<file path="config.mk">
export PLATFORM = sky130hd
export DESIGN_NAME = pipe_stage_hs
export DESIGN_NICKNAME = d
export VERILOG_FILES = /design/src/rtl/pipe_stage_hs_pkg.sv /design/src/rtl/pipe_stage_hs_reg.sv /design/src/rtl/pipe_stage_hs.sv
export SDC_FILE = /design/constraint.sdc
export NUM_CORES = 1
export LEC_CHECK = 0
export CORE_UTILIZATION = 53
export DETAILED_ROUTE_END_ITERATION = 6
export PLACE_DENSITY = 0.84
export SLEW_MARGIN = 20
export SYNTH_ARGS = -nofsm -noshare
export SYNTH_HDL_FRONTEND = slang
export SYNTH_SLANG_ARGS = --single-unit
</file>
<file path="constraint.sdc">
create_clock -name i_clk -period 11.1 [get_ports i_clk]
set_input_delay 2.775 -clock i_clk [delete_from_list [all_inputs] [get_ports i_clk]]
set_output_delay 2.775 -clock i_clk [all_outputs]
set_load 0.03 [all_outputs]
</file>
<file path="src/rtl/pipe_stage_hs_pkg.sv">
// Shared definitions for the handshaked pipeline stage register.
// Holds the state encoding (which doubles as the occupancy count), the
// per-stage payload widths, and a helper mapping state to occupancy.
package pipe_stage_hs_pkg;

    // The encoding equals the number of live entries held by the stage.
    typedef enum logic [1:0] {
        PIPE_EMPTY = 2'd0,
        PIPE_BUSY  = 2'd1,
        PIPE_FULL  = 2'd2
    } pipe_state_e;

    // Widths of the stage bundles that instantiate this block.
    localparam int AluopWidth = 5;
    localparam int WdtTypeCnt = 4;
    localparam int SigOpWidth = 6;
    localparam int InstWidth  = 32;
    localparam int IdExWidth  = AluopWidth + WdtTypeCnt + SigOpWidth + 4*64 + InstWidth;

    function automatic logic [1:0] occ_of(input pipe_state_e st);
        return logic'(st == PIPE_FULL) ? 2'd2 : {1'b0, st == PIPE_BUSY};
    endfunction

endpackage

</file>
<file path="src/rtl/pipe_stage_hs_reg.sv">
// Payload register with write enable and asynchronous reset to RESET_VAL.
// Ports:
//   i_clk  clock            i_rst  async reset, active high
//   i_wen  load enable      i_d    next value
//   o_q    registered value
module pipe_stage_hs_reg #(
    parameter int               WIDTH     = 64,
    parameter logic [WIDTH-1:0] RESET_VAL = '0
) (
    input  logic             i_clk,
    input  logic             i_rst,
    input  logic             i_wen,
    input  logic [WIDTH-1:0] i_d,
    output logic [WIDTH-1:0] o_q
);

    logic [WIDTH-1:0] r_q;

    always_ff @(posedge i_clk or posedge i_rst) begin
        if (i_rst)      r_q <= RESET_VAL;
        else if (i_wen) r_q <= i_d;
    end

    assign o_q = r_q;

endmodule

</file>
<file path="src/rtl/pipe_stage_hs.sv">
// Inter-stage pipeline register with valid/ready handshake, synchronous
// flush and an optional 2-entry skid buffer.
//
// state      | meaning
// PIPE_EMPTY | no live entry, out_valid low
// PIPE_BUSY  | head holds one live entry
// PIPE_FULL  | head and skid both live, upstream stalled (SKID=1 only)
//
// Ports:
//   i_clk, i_rst     clock, async active-high reset
//   i_flush          drop all held entries and any word accepted this cycle
//   i_in_valid       upstream valid        o_in_ready   stage accepts i_in_data
//   i_in_data        upstream payload
//   o_out_valid      o_out_data is live    i_out_ready  downstream consumes
//   o_out_data       head payload          o_occupancy  live entries 0..2
module pipe_stage_hs
    import pipe_stage_hs_pkg::*;
#(
    parameter int               WIDTH     = 64,
    parameter logic [WIDTH-1:0] RESET_VAL = '0,
    parameter bit               SKID      = 1'b1
) (
    input  logic             i_clk,
    input  logic             i_rst,
    input  logic             i_flush,
    input  logic             i_in_valid,
    output logic             o_in_ready,
    input  logic [WIDTH-1:0] i_in_data,
    output logic             o_out_valid,
    input  logic             i_out_ready,
    output logic [WIDTH-1:0] o_out_data,
    output logic [1:0]       o_occupancy
);

    pipe_state_e      r_state;
    pipe_state_e      w_state_nxt;
    logic             w_in_xfer;
    logic             w_out_xfer;
    logic             w_head_wen;
    logic             w_skid_wen;
    logic             w_head_from_skid;
    logic [WIDTH-1:0] w_head_d;
    logic [WIDTH-1:0] w_head_q;
    logic [WIDTH-1:0] w_skid_q;

    assign o_out_valid = (r_state != PIPE_EMPTY);
    assign o_occupancy = occ_of(r_state);
    assign o_out_data  = w_head_q;
    assign w_in_xfer   = i_in_valid & o_in_ready;
    assign w_out_xfer  = o_out_valid & i_out_ready;

    always_ff @(posedge i_clk or posedge i_rst) begin
        if (i_rst) r_state <= PIPE_EMPTY;
        else       r_state <= w_state_nxt;
    end

    // With SKID=0 the ready rule keeps BUSY from ever seeing an input
    // transfer without an output transfer, so FULL is unreachable there.
    always_comb begin
        w_state_nxt      = r_state;
        w_head_wen       = 1'b0;
        w_skid_wen       = 1'b0;
        w_head_from_skid = 1'b0;
        case (r_state)
            PIPE_EMPTY: begin
                if (w_in_xfer) begin
                    w_state_nxt = PIPE_BUSY;
                    w_head_wen  = 1'b1;
                end
            end
            PIPE_BUSY: begin
                if (w_in_xfer && w_out_xfer) begin
                    w_head_wen = 1'b1;
                end else if (w_in_xfer) begin
                    w_state_nxt = PIPE_FULL;
                    w_skid_wen  = 1'b1;
                end else if (w_out_xfer) begin
                    w_state_nxt = PIPE_EMPTY;
                end
            end
            PIPE_FULL: begin
                if (w_out_xfer) begin
                    w_state_nxt      = PIPE_BUSY;
                    w_head_wen       = 1'b1;
                    w_head_from_skid = 1'b1;
                end
            end
            default: w_state_nxt = PIPE_EMPTY;
        endcase
        // Loads are suppressed on flush so a discarded word never reaches
        // the output, even as stale don't-care data.
        if (i_flush) begin
            w_state_nxt = PIPE_EMPTY;
            w_head_wen  = 1'b0;
            w_skid_wen  = 1'b0;
        end
    end

    generate
        if (SKID) begin : g_skid_ready
            logic r_in_ready;
            always_ff @(posedge i_clk or posedge i_rst) begin
                if (i_rst) r_in_ready <= 1'b1;
                else       r_in_ready <= (w_state_nxt != PIPE_FULL);
            end
            assign o_in_ready = r_in_ready;
        end else begin : g_comb_ready
            assign o_in_ready = ~o_out_valid | i_out_ready;
        end
    endgenerate

    assign w_head_d = w_head_from_skid ? w_skid_q : i_in_data;

    pipe_stage_hs_reg #(.WIDTH(WIDTH), .RESET_VAL(RESET_VAL)) u_head (
        .i_clk (i_clk),
        .i_rst (i_rst),
        .i_wen (w_head_wen),
        .i_d   (w_head_d),
        .o_q   (w_head_q)
    );

    pipe_stage_hs_reg #(.WIDTH(WIDTH), .RESET_VAL(RESET_VAL)) u_skid (
        .i_clk (i_clk),
        .i_rst (i_rst),
        .i_wen (w_skid_wen),
        .i_d   (i_in_data),
        .o_q   (w_skid_q)
    );

endmodule

</file>
Word-level counts from Yosys, hierarchy flattened
Cells that the tools add are included.
Word-level totals
  input bits: 69
  output and inout bits: 68
  register bits after elaboration: 131
  word-level logic and storage cells: 30
Operators by class
  reduce and logical (&&, ||, !) cells: 3
  equal/unequal tests: 3
  muxes and demuxes: 18
  bitwise logic cells: 2
Operator list (count)
  $mux 64: 1
  $mux 2: 7
  $mux 1: 8
  $pmux 2 s3: 1
  $pmux 1 s3: 1
  $and 1x1->1: 2
  $eq 2x1->1 const B: 1
  $eq 2x2->1 const B: 1
  $logic_not 2->1: 1
  $ne 2x2->1 const B: 1
  $reduce_bool 2->1: 1
  $logic_and 1x1->1: 1

Depth between registers and ports, before layout
Gate-level depths: netlist of the first run.
  word-level depth: 8
  gate-level depth with buffers: 6
  gate-level depth less buffers: 4

Modules after synthesis
From an unflattened synthesis of the first run, not the netlist that was laid out.
Unflattened totals
  cells, all modules: 365
  area total of the unflattened synthesis: 6531.3 um^2
Modules (own cells, without submodules)
  pipe_stage_hs_reg: times used 2, sequential area each 1601.5 um^2, area an instance 2682.6 um^2, cells an instance 136
  pipe_stage_hs: times used 1, sequential area each 76.3 um^2, area an instance 1166.1 um^2, cells an instance 93

Worst setup path after synthesis of the first run
OpenSTA, ideal clock, no wires.
  kind: input to register
  start point: input i_flush
  end point: register u_skid.r_q[16], in the netlist u_skid.o_q[16]
  arrival: 3.680 ns
  setup time: 0.127 ns
  slack: 7.293 ns
  cell stages on the path: 4
  required time: 10.973 ns
  buffers on the path: 1
  cell sequence: nor2_1 nand4_4 buf_6 mux2_1
Between the ends
  longest elaborated chain between the ends: 1
Ends and longest elaborated chain
  start: declaration: line pipe_stage_hs.sv:25  | input logic i_flush,
  $mux 1: line pipe_stage_hs.sv:92  | if (i_flush) begin
  end signal: assignment: line pipe_stage_hs_reg.sv:21  | else if (i_wen) r_q <= i_d;
  end: declaration: line pipe_stage_hs_reg.sv:17  | logic [WIDTH-1:0] r_q;
No other way between the ends.
A chain may end at the register's enable or synchronous reset.

Worst setup path after layout of the first run
  start point: register r_state[1]
  end point: output o_occupancy[0]
Between the ends
  longest elaborated chain between the ends: 2
  elaborated cells between the ends (all ways): 3
  those cells by class: eq/ne (2); mux (1)
Ends and longest elaborated chain
  start: declaration: line pipe_stage_hs.sv:35  | pipe_state_e r_state;
  start signal: assignment: line pipe_stage_hs.sv:54  | else r_state <= w_state_nxt;
  $eq 2x1->1 or $eq 2x2->1 (tied branches): line pipe_stage_hs_pkg.sv:21  | return logic'(st == PIPE_FULL) ? 2'd2 : {1'b0, st == PIPE_BUSY};
  $mux 2 *: line pipe_stage_hs_pkg.sv:21
  end: declaration: line pipe_stage_hs.sv:32  | output logic [1:0] o_occupancy
Every way passes the cells marked *; elsewhere a longest branch is shown, timed or not.

==> results of run 1 <==
[synthesized netlist by cell type]
cell type	n	area share
a31oi_1	1	0.0011
mux2_1	16	0.033
inv_1	2	0.0014
o22a_1	1	0.0016
or2_1	1	0.0011
dfrtp_1	130	0.59
nand4_4	1	0.0038
o21a_1	1	0.0014
o32ai_2	1	0.0029
mux2_2	48	0.098
or2_2	1	0.0011
buf_6	5	0.010
buf_4	10	0.014
nand3b_1	1	0.0014
dfstp_2	1	0.0047
nand2b_1	1	0.0011
nand2_1	2	0.0014
nor2_1	66	0.045
buf_2	12	0.011
a21oi_1	64	0.058
and2b_2	1	0.0016
nor2b_1	2	0.0023
mux2i_1	65	0.12
[sequential cells by signal, summed over array words and instances (netlist names)]
name        cells
u_head.o_q     64
u_skid.o_q     64
r_state         2
o_in_ready      1
[worst max-delay path: cells and delay by family, from the launching register on]
family / cells / cell delay (ns)
and+or+nand+nor: 1 / 0.30
buffers and inverters: 1 / 0.71
DFF: 1 / 0.44
[cell families after synthesis]
logic type | Yosys count | synth area share
AND/OR/NAND/NOR | 76 | 0.0586
buffers and inverters | 29 | 0.0360
multiplexers | 129 | 0.248
flip-flops | 131 | 0.593
AO/OA/AOI/OAI | 68 | 0.0649
[final cells by class]
type | instances | share of cell area
Tap cell | 133 | 0.0221
Timing Repair Buffer | 141 | 0.186
Multi-Input combinational cell | 273 | 0.275
Sequential cell | 131 | 0.436
Clock buffer | 22 | 0.0616
Clock inverter | 10 | 0.0173
Inverter | 2 | 0.00133
[routing by layer]
metal | up-vias | GRT usage | share of wire
met4 | 0 | 0.112 | 0.025
li1 | 1780 | - | -
met1 | 1901 | 0.271 | 0.40
met5 | - | 0 | 0
met2 | 130 | 0.410 | 0.53
met3 | 24 | 0.0564 | 0.044
[worst paths after layout]
kind                           startpoint              to  slack (ns)  depth (start not counted)
max                            r_state[1]  o_occupancy[0]        6.36                          2
min                        u_skid.o_q[43]  u_skid.o_q[43]        0.50                          1
max reg2reg                    r_state[1]  u_skid.o_q[50]        8.83                          4
min reg2reg                u_skid.o_q[43]  u_skid.o_q[43]        0.50                          1
max in group asynchronous           i_rst  u_skid.o_q[38]        6.99                          3
min in group asynchronous           i_rst  u_head.o_q[14]        2.73                          2
[power by group]
part / switching, mW / leakage (nW) / internal, mW
clock network: 0.196 / 0.291 / 0.358
registers: 0.0658 / 1.53 / 0.596
logic: 0.192 / 1.78 / 0.181
total: 0.454 / 3.59 / 1.13
==> summary.md, run 1 <==
| Metric | Value |
|---|---|
| Outcome | `finished, final reports clean` |
| Max Cap Violations | `0` |
| Fin area | `0.00751 sq mm` |
| Post-place setup slack | `about 6.0 ns` |
| Fin nets | `635` |
| Clock Latency Late Sink | `0.52 ns` |
| CTS root buf | `clkbuf_8` |
| Die outline height | `around 100 um` |
| Ratio of cells with drive above 1 in the final layout | `0.154` |
| Avg Cell Area, Syn | `between 10 and 15 sq um` |
| Final Max Tran Viols | `0` |
| # IOs | `approximately 140` |
| Clock-pin transition on the worst setup and hold timing paths | `roughly 0.060 ns` |
| Vias in the first global route | `slightly above 4,000` |
| Total wire length | `between 10,000 and 15,000 um` |
| Mapped Area | `0.00553 sq mm` |
| Initial antenna violation count | `0` |
| Total gr overflow | `0` |
| Post-CTS Hold Fix Bufs | `0` |
| Worst hold slack | `roughly 0.5 ns` |
| Worst Path Required | `around 8.3 ns` |
| Area of the multi-input gates | `0.00207 sq mm` |
| Worst setup path class | `reg -> out` |
| CP Max Fanout | `8` |
| TNS Setup | `0 ns` |
| Starting Density | `0.556` |
| Seq. cell area | `~0.0033 sq mm` |
| Die Area | `0.0109 sq mm` |
| Cell Rows | `36` |
| Drt wl/cell | `16.6 um` |
| Post-DRT Antenna Nets | `0` |
| IO buf count | `136` |
| Crit end category | `output port` |
| Via count | `~3,800` |
| Hold WC Path Type | `reg -> reg` |
| Cell Pwr Density | `~210 mW/mm^2` |
| Crit share post-route | `0.427` |
| Finish-stage setup viols | `0` |
| DR vias/cell | `5.39` |
| Setup ws final | `between 6 and 7 ns` |
| Critical path cell sequence | `and2b_2, clkdlybuf4s50_1` |
| Layout area overhead | `35.8%` |
| RSZ-0062 raised after global routing | `false` |
| Post-Syn Instances | `between 400 and 500` |
| Ant diodes | `0` |
| Core Footprint | `about 0.01 sq mm` |
| H-Tree Depth | `4` |
| Initial drt markers | `roughly 110` |
| Drt drc | `0` |
| Slew of the pin with the lowest slew margin | `between 1 and 1.5 ns` |
| Setup bufs post-CTS | `0` |
| Post-Layout Cell Count | `around 710` |
| Fillers | `between 600 and 700` |
| Clock skew | `0.00436 ns` |
| GP Congestion | `0.735` |
| First-pass GRT wire length | `about 20,000 um` |
| Slew HR | `0.244` |
| Post-CTS sizing | `0` |
| Critical Path AT | `between 1.5 and 2 ns` |
| Total power | `1.59 mW` |
| CTS tree | `built` |
| Commonest non-fill, non-tap cells in the layout | `clkdlybuf4s50_1, dfrtp_1, nor2_1, mux2i_1, a21oi_1` |
| Final hold vios | `0` |
| HPWL Detailed | `around 7400 um` |
| Final core utilization | `0.755` |
| Crit start category | `register` |
| Placed Area | `between 0.006 and 0.007 sq mm` |
| Clk sinks | `between 100 and 150` |
| Number of synthesized register bits | `131` |
| Synthesized net count | `502` |
| Die X | `roughly 100 um` |
| Synth cell types | `23` |
| Placed cells | `680` |
| Maximum VDD drop | `115 uV` |
| Largest net degree at the start of global routing | `85` |
| CTS max path bufs | `2` |
| FMAX | `211 MHz` |
| Seq/Total Area, Yosys | `0.593` |
| Tmin final | `~4.7 ns` |
| Commonest non-fill, non-tap cell in the layout | `clkdlybuf4s50_1` |
| Crit path largest cell delay | `0.71 ns` |
| Num CTS Buffers | `17` |
| Yosys warns | `0` |
| All-layer global routing usage | `0.235` |
| Slowest CP cell | `clkdlybuf4s50_1` |
| Pre-antenna DRT Iters | `4` |
| Leakage | `about 3.6 nW` |
Power figures use the tool's default switching activity.
==> run 2, diff against run 1 <==
- CORE_UTILIZATION: 53 -> 45
- PLACE_DENSITY: 0.84 -> 0.76
- clock period: 11.1 -> 3.95 ns (I/O delays scaled with it)
==> summary.md, run 2 (synthesis gave the netlist of run 1 again) <==
| Metric | Value |
|---|---|
| Initial antenna violation count | `0 (unchanged)` |
| HPWL Detailed | `7120 um (was 7410 um)` |
| CTS root buf | `clkbuf_16 (was clkbuf_8)` |
| Starting Density | `0.461 (was 0.556)` |
| Clock Latency Late Sink | `0.40 ns (was 0.52 ns)` |
| Worst Path Required | `2.96 ns (was 8.33 ns)` |
| Via count | `3,689 (was 3,835)` |
| Die X | `113 um (was 104 um)` |
| Hold WC Path Type | `reg -> reg (unchanged)` |
| Post-CTS sizing | `0 (unchanged)` |
| Layout area overhead | `37.0% (was 35.8%)` |
| CTS tree | `built (unchanged)` |
| Area of the multi-input gates | `0.00207 sq mm (unchanged)` |
| Flop2flop setup slack | `1.85 ns (was 8.83 ns)` |
| Seq. cell area | `0.00328 sq mm (unchanged)` |
| Fillers | `948 (was 668)` |
| Critical Path AT | `1.80 ns (was 1.97 ns)` |
| Crit end category | `output port (unchanged)` |
| Drt drc | `0 (unchanged)` |
| Initial drt markers | `186 (was 106)` |
| Post-DRT Antenna Nets | `0 (unchanged)` |
| Slew HR | `0.586 (was 0.244)` |
| Maximum VDD drop | `266 uV (was 115 uV)` |
| Clock skew | `0.00775 ns (was 0.00436 ns)` |
| Clk sinks | `131 (unchanged)` |
| Cell Rows | `40 (was 36)` |
| GP Congestion | `0.710 (was 0.735)` |
| Cell Pwr Density | `585 mW/mm^2 (was 211 mW/mm^2)` |
| Largest net degree at the start of global routing | `129 (was 85)` |
| H-Tree Depth | `4 (unchanged)` |
| Slew of the pin with the lowest slew margin | `0.619 ns (was 1.13 ns)` |
| Final core utilization | `0.631 (was 0.755)` |
| Num CTS Buffers | `17 (unchanged)` |
| Max Cap Violations | `0 (unchanged)` |
| Tmin final | `between 2 and 3 ns` |
| Fin nets | `635 (unchanged)` |
| FMAX | `~360 MHz` |
| Vias in the first global route | `3,685 (was 4,113)` |
| Commonest non-fill, non-tap cells in the layout | `clkdlybuf4s50_1, dfrtp_1, nor2_1, mux2i_1, a21oi_1 (unchanged)` |
| CTS max path bufs | `2 (unchanged)` |
| Total wire length | `11,300 um (was 11,800 um)` |
| Commonest non-fill, non-tap cell in the layout | `clkdlybuf4s50_1 (unchanged)` |
| Finish-stage setup viols | `0 (unchanged)` |
| First-pass GRT wire length | `18,700 um (was 19,900 um)` |
| RSZ-0062 raised after global routing | `false (unchanged)` |
| Clock-pin transition on the worst setup and hold timing paths | `0.05 ns (was 0.06 ns)` |
| Pre-antenna DRT Iters | `4 (unchanged)` |
| Ant diodes | `0 (unchanged)` |
| IO buf count | `136 (unchanged)` |
| Post-CTS Hold Fix Bufs | `0 (unchanged)` |
| Outcome | `finished, final reports clean (unchanged)` |
| Ratio of cells with drive above 1 in the final layout | `0.157 (was 0.154)` |
| CP Max Fanout | `8 (unchanged)` |
| Core Footprint | `0.0120 sq mm (was 0.00995 sq mm)` |
| Die outline height | `113 um (was 104 um)` |
| Worst setup path class | `reg -> out (unchanged)` |
| TNS Setup | `0 ns (unchanged)` |
| Final hold vios | `0 (unchanged)` |
| Drt wl/cell | `15.5 um (was 16.6 um)` |
| Post-place setup slack | `0.707 ns (was 5.99 ns)` |
| All-layer global routing usage | `0.189 (was 0.235)` |
| Die Area | `0.0127 sq mm (was 0.0109 sq mm)` |
| Setup bufs post-CTS | `0 (unchanged)` |
| DR vias/cell | `5.08 (was 5.39)` |
| Crit share post-route | `0.705` |
| Setup ws final | `1.16 ns (was 6.36 ns)` |
| # IOs | `137 (unchanged)` |
| Final Max Tran Viols | `0 (unchanged)` |
| Leakage | `3.60 nW (was 3.59 nW)` |
| Crit start category | `register (unchanged)` |
| Total gr overflow | `0 (unchanged)` |
[run 2: cell count changes in the layout (fill, tap and decap cells not counted)]
| cell | change |
|---|---|
| bufinv_16 | -1 |
| clkbuf_8 | -2 |
| inv_4 | -1 |
| clkbuf_1 | -2 |
| buf_4 | -4 |
| buf_12 | +4 |
| clkbuf_16 | +1 |
| clkinvlp_4 | +4 |
| clkinv_4 | +2 |
| clkinv_2 | -1 |
[run 2: layout make-up]
cell class                 count  area share
inverter                       2     0.00149
timing repair buffer         141       0.191
clock inverter                13      0.0178
tap                          147      0.0243
multi-input combinational    273       0.273
clock buffer                  19      0.0598
sequential                   131       0.433
[run 2: final timing paths]
path / startpoint / end / cells past startpoint
setup / recovery: r_state[1] / o_occupancy[0] / 2
hold / removal: u_skid.o_q[22] / u_skid.o_q[22] / 1
setup reg to reg: r_state[1] / u_skid.o_q[51] / 4
hold reg to reg: u_skid.o_q[22] / u_skid.o_q[22] / 1
max in group asynchronous: i_rst / u_head.o_q[6] / 3
min in group asynchronous: i_rst / r_state[1] / 2
[run 2: worst max-delay path: stages, from the launching register on]
cell and delay, ns:
dfrtp_1 0.44, and2b_2 0.28, clkdlybuf4s50_1 0.68
[run 2: routing by layer]
metal	GRT usage	vias to the layer above	routed length (um)
met5	0	-	0
met4	0.0658	0	88
met3	0.0643	9	673
met2	0.286	106	5140
met1	0.254	1797	5350
li1	-	1777	-
[run 2: stage by stage]
stage | std cells | area [sq um] | total power, mW | hold WS, ns
6_report | 726 | 7580 | 4.43 | 0.488
5_1_grt | 726 | 7580 | 4.65 | 0.508
4_1_cts | 726 | 7580 | 4.48 | 0.493
3_5_place_dp | 694 | 6990 | 2.92 | 0.480
3_3_place_gp | 694 | 6990 | 2.88 | 0.472
2_1_floorplan | 433 | 5540 | 2.47 | 0.464
[run 2: where the power goes]
group          internal [mW]  switching, mW  leakage (nW)
Clock                  0.959          0.579         0.277
Combinational          0.512          0.531          1.79
Sequential              1.67          0.176          1.53
Total                   3.14           1.29          3.60
==> run 3, diff against run 2 <==
- CORE_UTILIZATION: 45 -> 49
- PLACE_DENSITY: 0.76 -> 0.79
- clock period: 3.95 -> 2.9 ns (I/O delays scaled with it)
==> summary.md, run 3 (synthesis gave the netlist of run 1 again) <==
| Metric | Value |
|---|---|
| Outcome | `finished, final reports clean (unchanged)` |
| CP Max Fanout | `8 (unchanged)` |
| All-layer global routing usage | `0.221 (was 0.189)` |
| Layout area overhead | `37.8% (was 37.0%)` |
| Initial antenna violation count | `0 (unchanged)` |
| Core Footprint | `0.0109 sq mm (was 0.0120 sq mm)` |
| Crit start category | `register (unchanged)` |
| CTS root buf | `clkbuf_16 (unchanged)` |
| Final Max Tran Viols | `0 (unchanged)` |
| DR vias/cell | `5.29 (was 5.08)` |
| Clock Latency Late Sink | `0.41 ns (was 0.40 ns)` |
| Critical Path AT | `1.81 ns (was 1.80 ns)` |
| CTS tree | `built (unchanged)` |
| Worst hold slack | `0.494 ns (was 0.488 ns)` |
| Maximum VDD drop | `391 uV (was 266 uV)` |
| # IOs | `137 (unchanged)` |
| GP Congestion | `0.762 (was 0.710)` |
| Post-CTS sizing | `0 (unchanged)` |
| Die outline height | `108 um (was 113 um)` |
| Largest net degree at the start of global routing | `73 (was 129)` |
| Drt drc | `0 (unchanged)` |
| Ratio of cells with drive above 1 in the final layout | `0.156 (was 0.157)` |
| Hold WC Path Type | `reg -> reg (unchanged)` |
| Setup bufs post-CTS | `0 (unchanged)` |
| CTS max path bufs | `2 (unchanged)` |
| Flop2flop setup slack | `1.11 ns (was 1.85 ns)` |
| Crit path buf inv count | `1 (unchanged)` |
| Commonest non-fill, non-tap cells in the layout | `clkdlybuf4s50_1, dfrtp_1, nor2_1, mux2i_1, a21oi_1 (unchanged)` |
| Num CTS Buffers | `17 (unchanged)` |
| Worst Path Required | `2.17 ns (was 2.96 ns)` |
| Commonest non-fill, non-tap cell in the layout | `clkdlybuf4s50_1 (unchanged)` |
| FMAX | `between 300 and 400 MHz` |
| Finish-stage setup viols | `0 (unchanged)` |
| Post-DRT Antenna Nets | `0 (unchanged)` |
| DR WL met3 | `771 um (was 673 um)` |
| Total wire length | `12,000 um (was 11,300 um)` |
| Fin nets | `639 (was 635)` |
| Clk sinks | `131 (unchanged)` |
| WL met1 | `5160 um (was 5350 um)` |
| Placed cells | `691 (was 694)` |
| Leakage | `3.63 nW (was 3.60 nW)` |
| Fillers | `808 (was 948)` |
| Slew HR | `0.710 (was 0.586)` |
| Die X | `108 um (was 113 um)` |
| Final core utilization | `0.697 (was 0.631)` |
| Slew of the pin with the lowest slew margin | `0.435 ns (was 0.619 ns)` |
| Total power | `6.07 mW (was 4.43 mW)` |
| R2R cell count | `5 (was 4)` |
| HPWL Detailed | `7890 um (was 7120 um)` |
| Clock-pin transition on the worst setup and hold timing paths | `0.06 ns (was 0.05 ns)` |
| DR WL met2 | `5930 um (was 5140 um)` |
| Worst hold endpoint | `u_skid.o_q[43] (was u_skid.o_q[22])` |
| CP top delay family | `buffers and inverters (unchanged)` |
| Initial drt markers | `192 (was 186)` |
| Crit path largest cell delay | `0.68 ns (about the same)` |
| Vias in the first global route | `3,988 (was 3,685)` |
| Post-CTS Hold Fix Bufs | `0 (unchanged)` |
| Worst setup path class | `reg -> out (unchanged)` |
| WHS Path Cells | `1 (unchanged)` |
| Cell Pwr Density | `796 mW/mm^2 (was 585 mW/mm^2)` |
| RSZ-0062 raised after global routing | `false (unchanged)` |
| Tmin final | `2.53 ns` |
| Ant diodes | `0 (unchanged)` |
| R2r endpoint | `u_head.o_q[23] (was u_skid.o_q[51])` |
| Clock skew | `0.00827 ns (was 0.00775 ns)` |
| Crit share post-route | `0.874` |
| TNS Setup | `0 ns (unchanged)` |
| HP Start | `u_skid.o_q[43] (was u_skid.o_q[22])` |
| IO buf count | `136 (unchanged)` |
| H-Tree Depth | `4 (unchanged)` |
| Final hold vios | `0 (unchanged)` |
| Max Cap Violations | `0 (unchanged)` |
| Die Area | `0.0117 sq mm (was 0.0127 sq mm)` |
| Drt wl/cell | `16.7 um (was 15.5 um)` |
| DR top layer | `met4 (unchanged)` |
| Cell Rows | `38 (was 40)` |
| Critical path cell sequence | `and2b_2, clkdlybuf4s50_1 (unchanged)` |
| Pre-antenna DRT Iters | `6 (was 4)` |
| Via count | `3,821 (was 3,689)` |
| Total gr overflow | `0 (unchanged)` |
| Crit end category | `output port (unchanged)` |
| Slowest CP cell | `clkdlybuf4s50_1 (unchanged)` |
| Worst r2r src | `o_in_ready (was r_state[1])` |
| Post-Layout Cell Count | `722 (was 726)` |
| Starting Density | `0.506 (was 0.461)` |
| First-pass GRT wire length | `19,600 um (was 18,700 um)` |
==> run 3: final cells by class <==
class,instances,area (sq um),share of cell area
tap,140,175,0.0230
sequential,131,3280,0.430
timing repair buffer,145,1520,0.199
multi-input combinational,273,2070,0.271
clock inverter,11,138,0.0181
inverter,2,11.3,0.00148
clock buffer,20,437,0.0573
==> run 3: power by group <==
part,internal [mW],switching [mW],total [mW]
clock,1.34,0.744,2.08
sequential,2.28,0.253,2.54
combinational,0.707,0.747,1.45
==> run 3: worst max-delay path by stage <==
stage                from              to  depth (start not counted)
6_report       r_state[1]  o_occupancy[0]                          2
5_1_grt        r_state[1]  o_occupancy[0]                          2
4_1_cts        r_state[1]  o_occupancy[0]                          2
3_5_place_dp      i_flush  u_head.o_q[23]                          6
3_3_place_gp      i_flush  u_head.o_q[63]                          6
2_1_floorplan       i_rst      r_state[0]                          1
==> run 3: metal layers <==
metal / vias to the layer above / track usage
met5: - / 0
met4: 0 / 0.0907
met3: 18 / 0.0621
met2: 111 / 0.374
met1: 1897 / 0.267
li1: 1795 / -
==> run 3: per-stage QoR <==
| step | instance area, sq um | worst slack, ns |
|---|---|---|
| after floorplan | 5540 | 0.553 |
| after global placement | 7050 | 0.479 |
| after detailed placement | 7050 | 0.379 |
| after CTS | 7620 | 0.353 |
| after global routing | 7620 | 0.307 |
| final | 7620 | 0.367 |
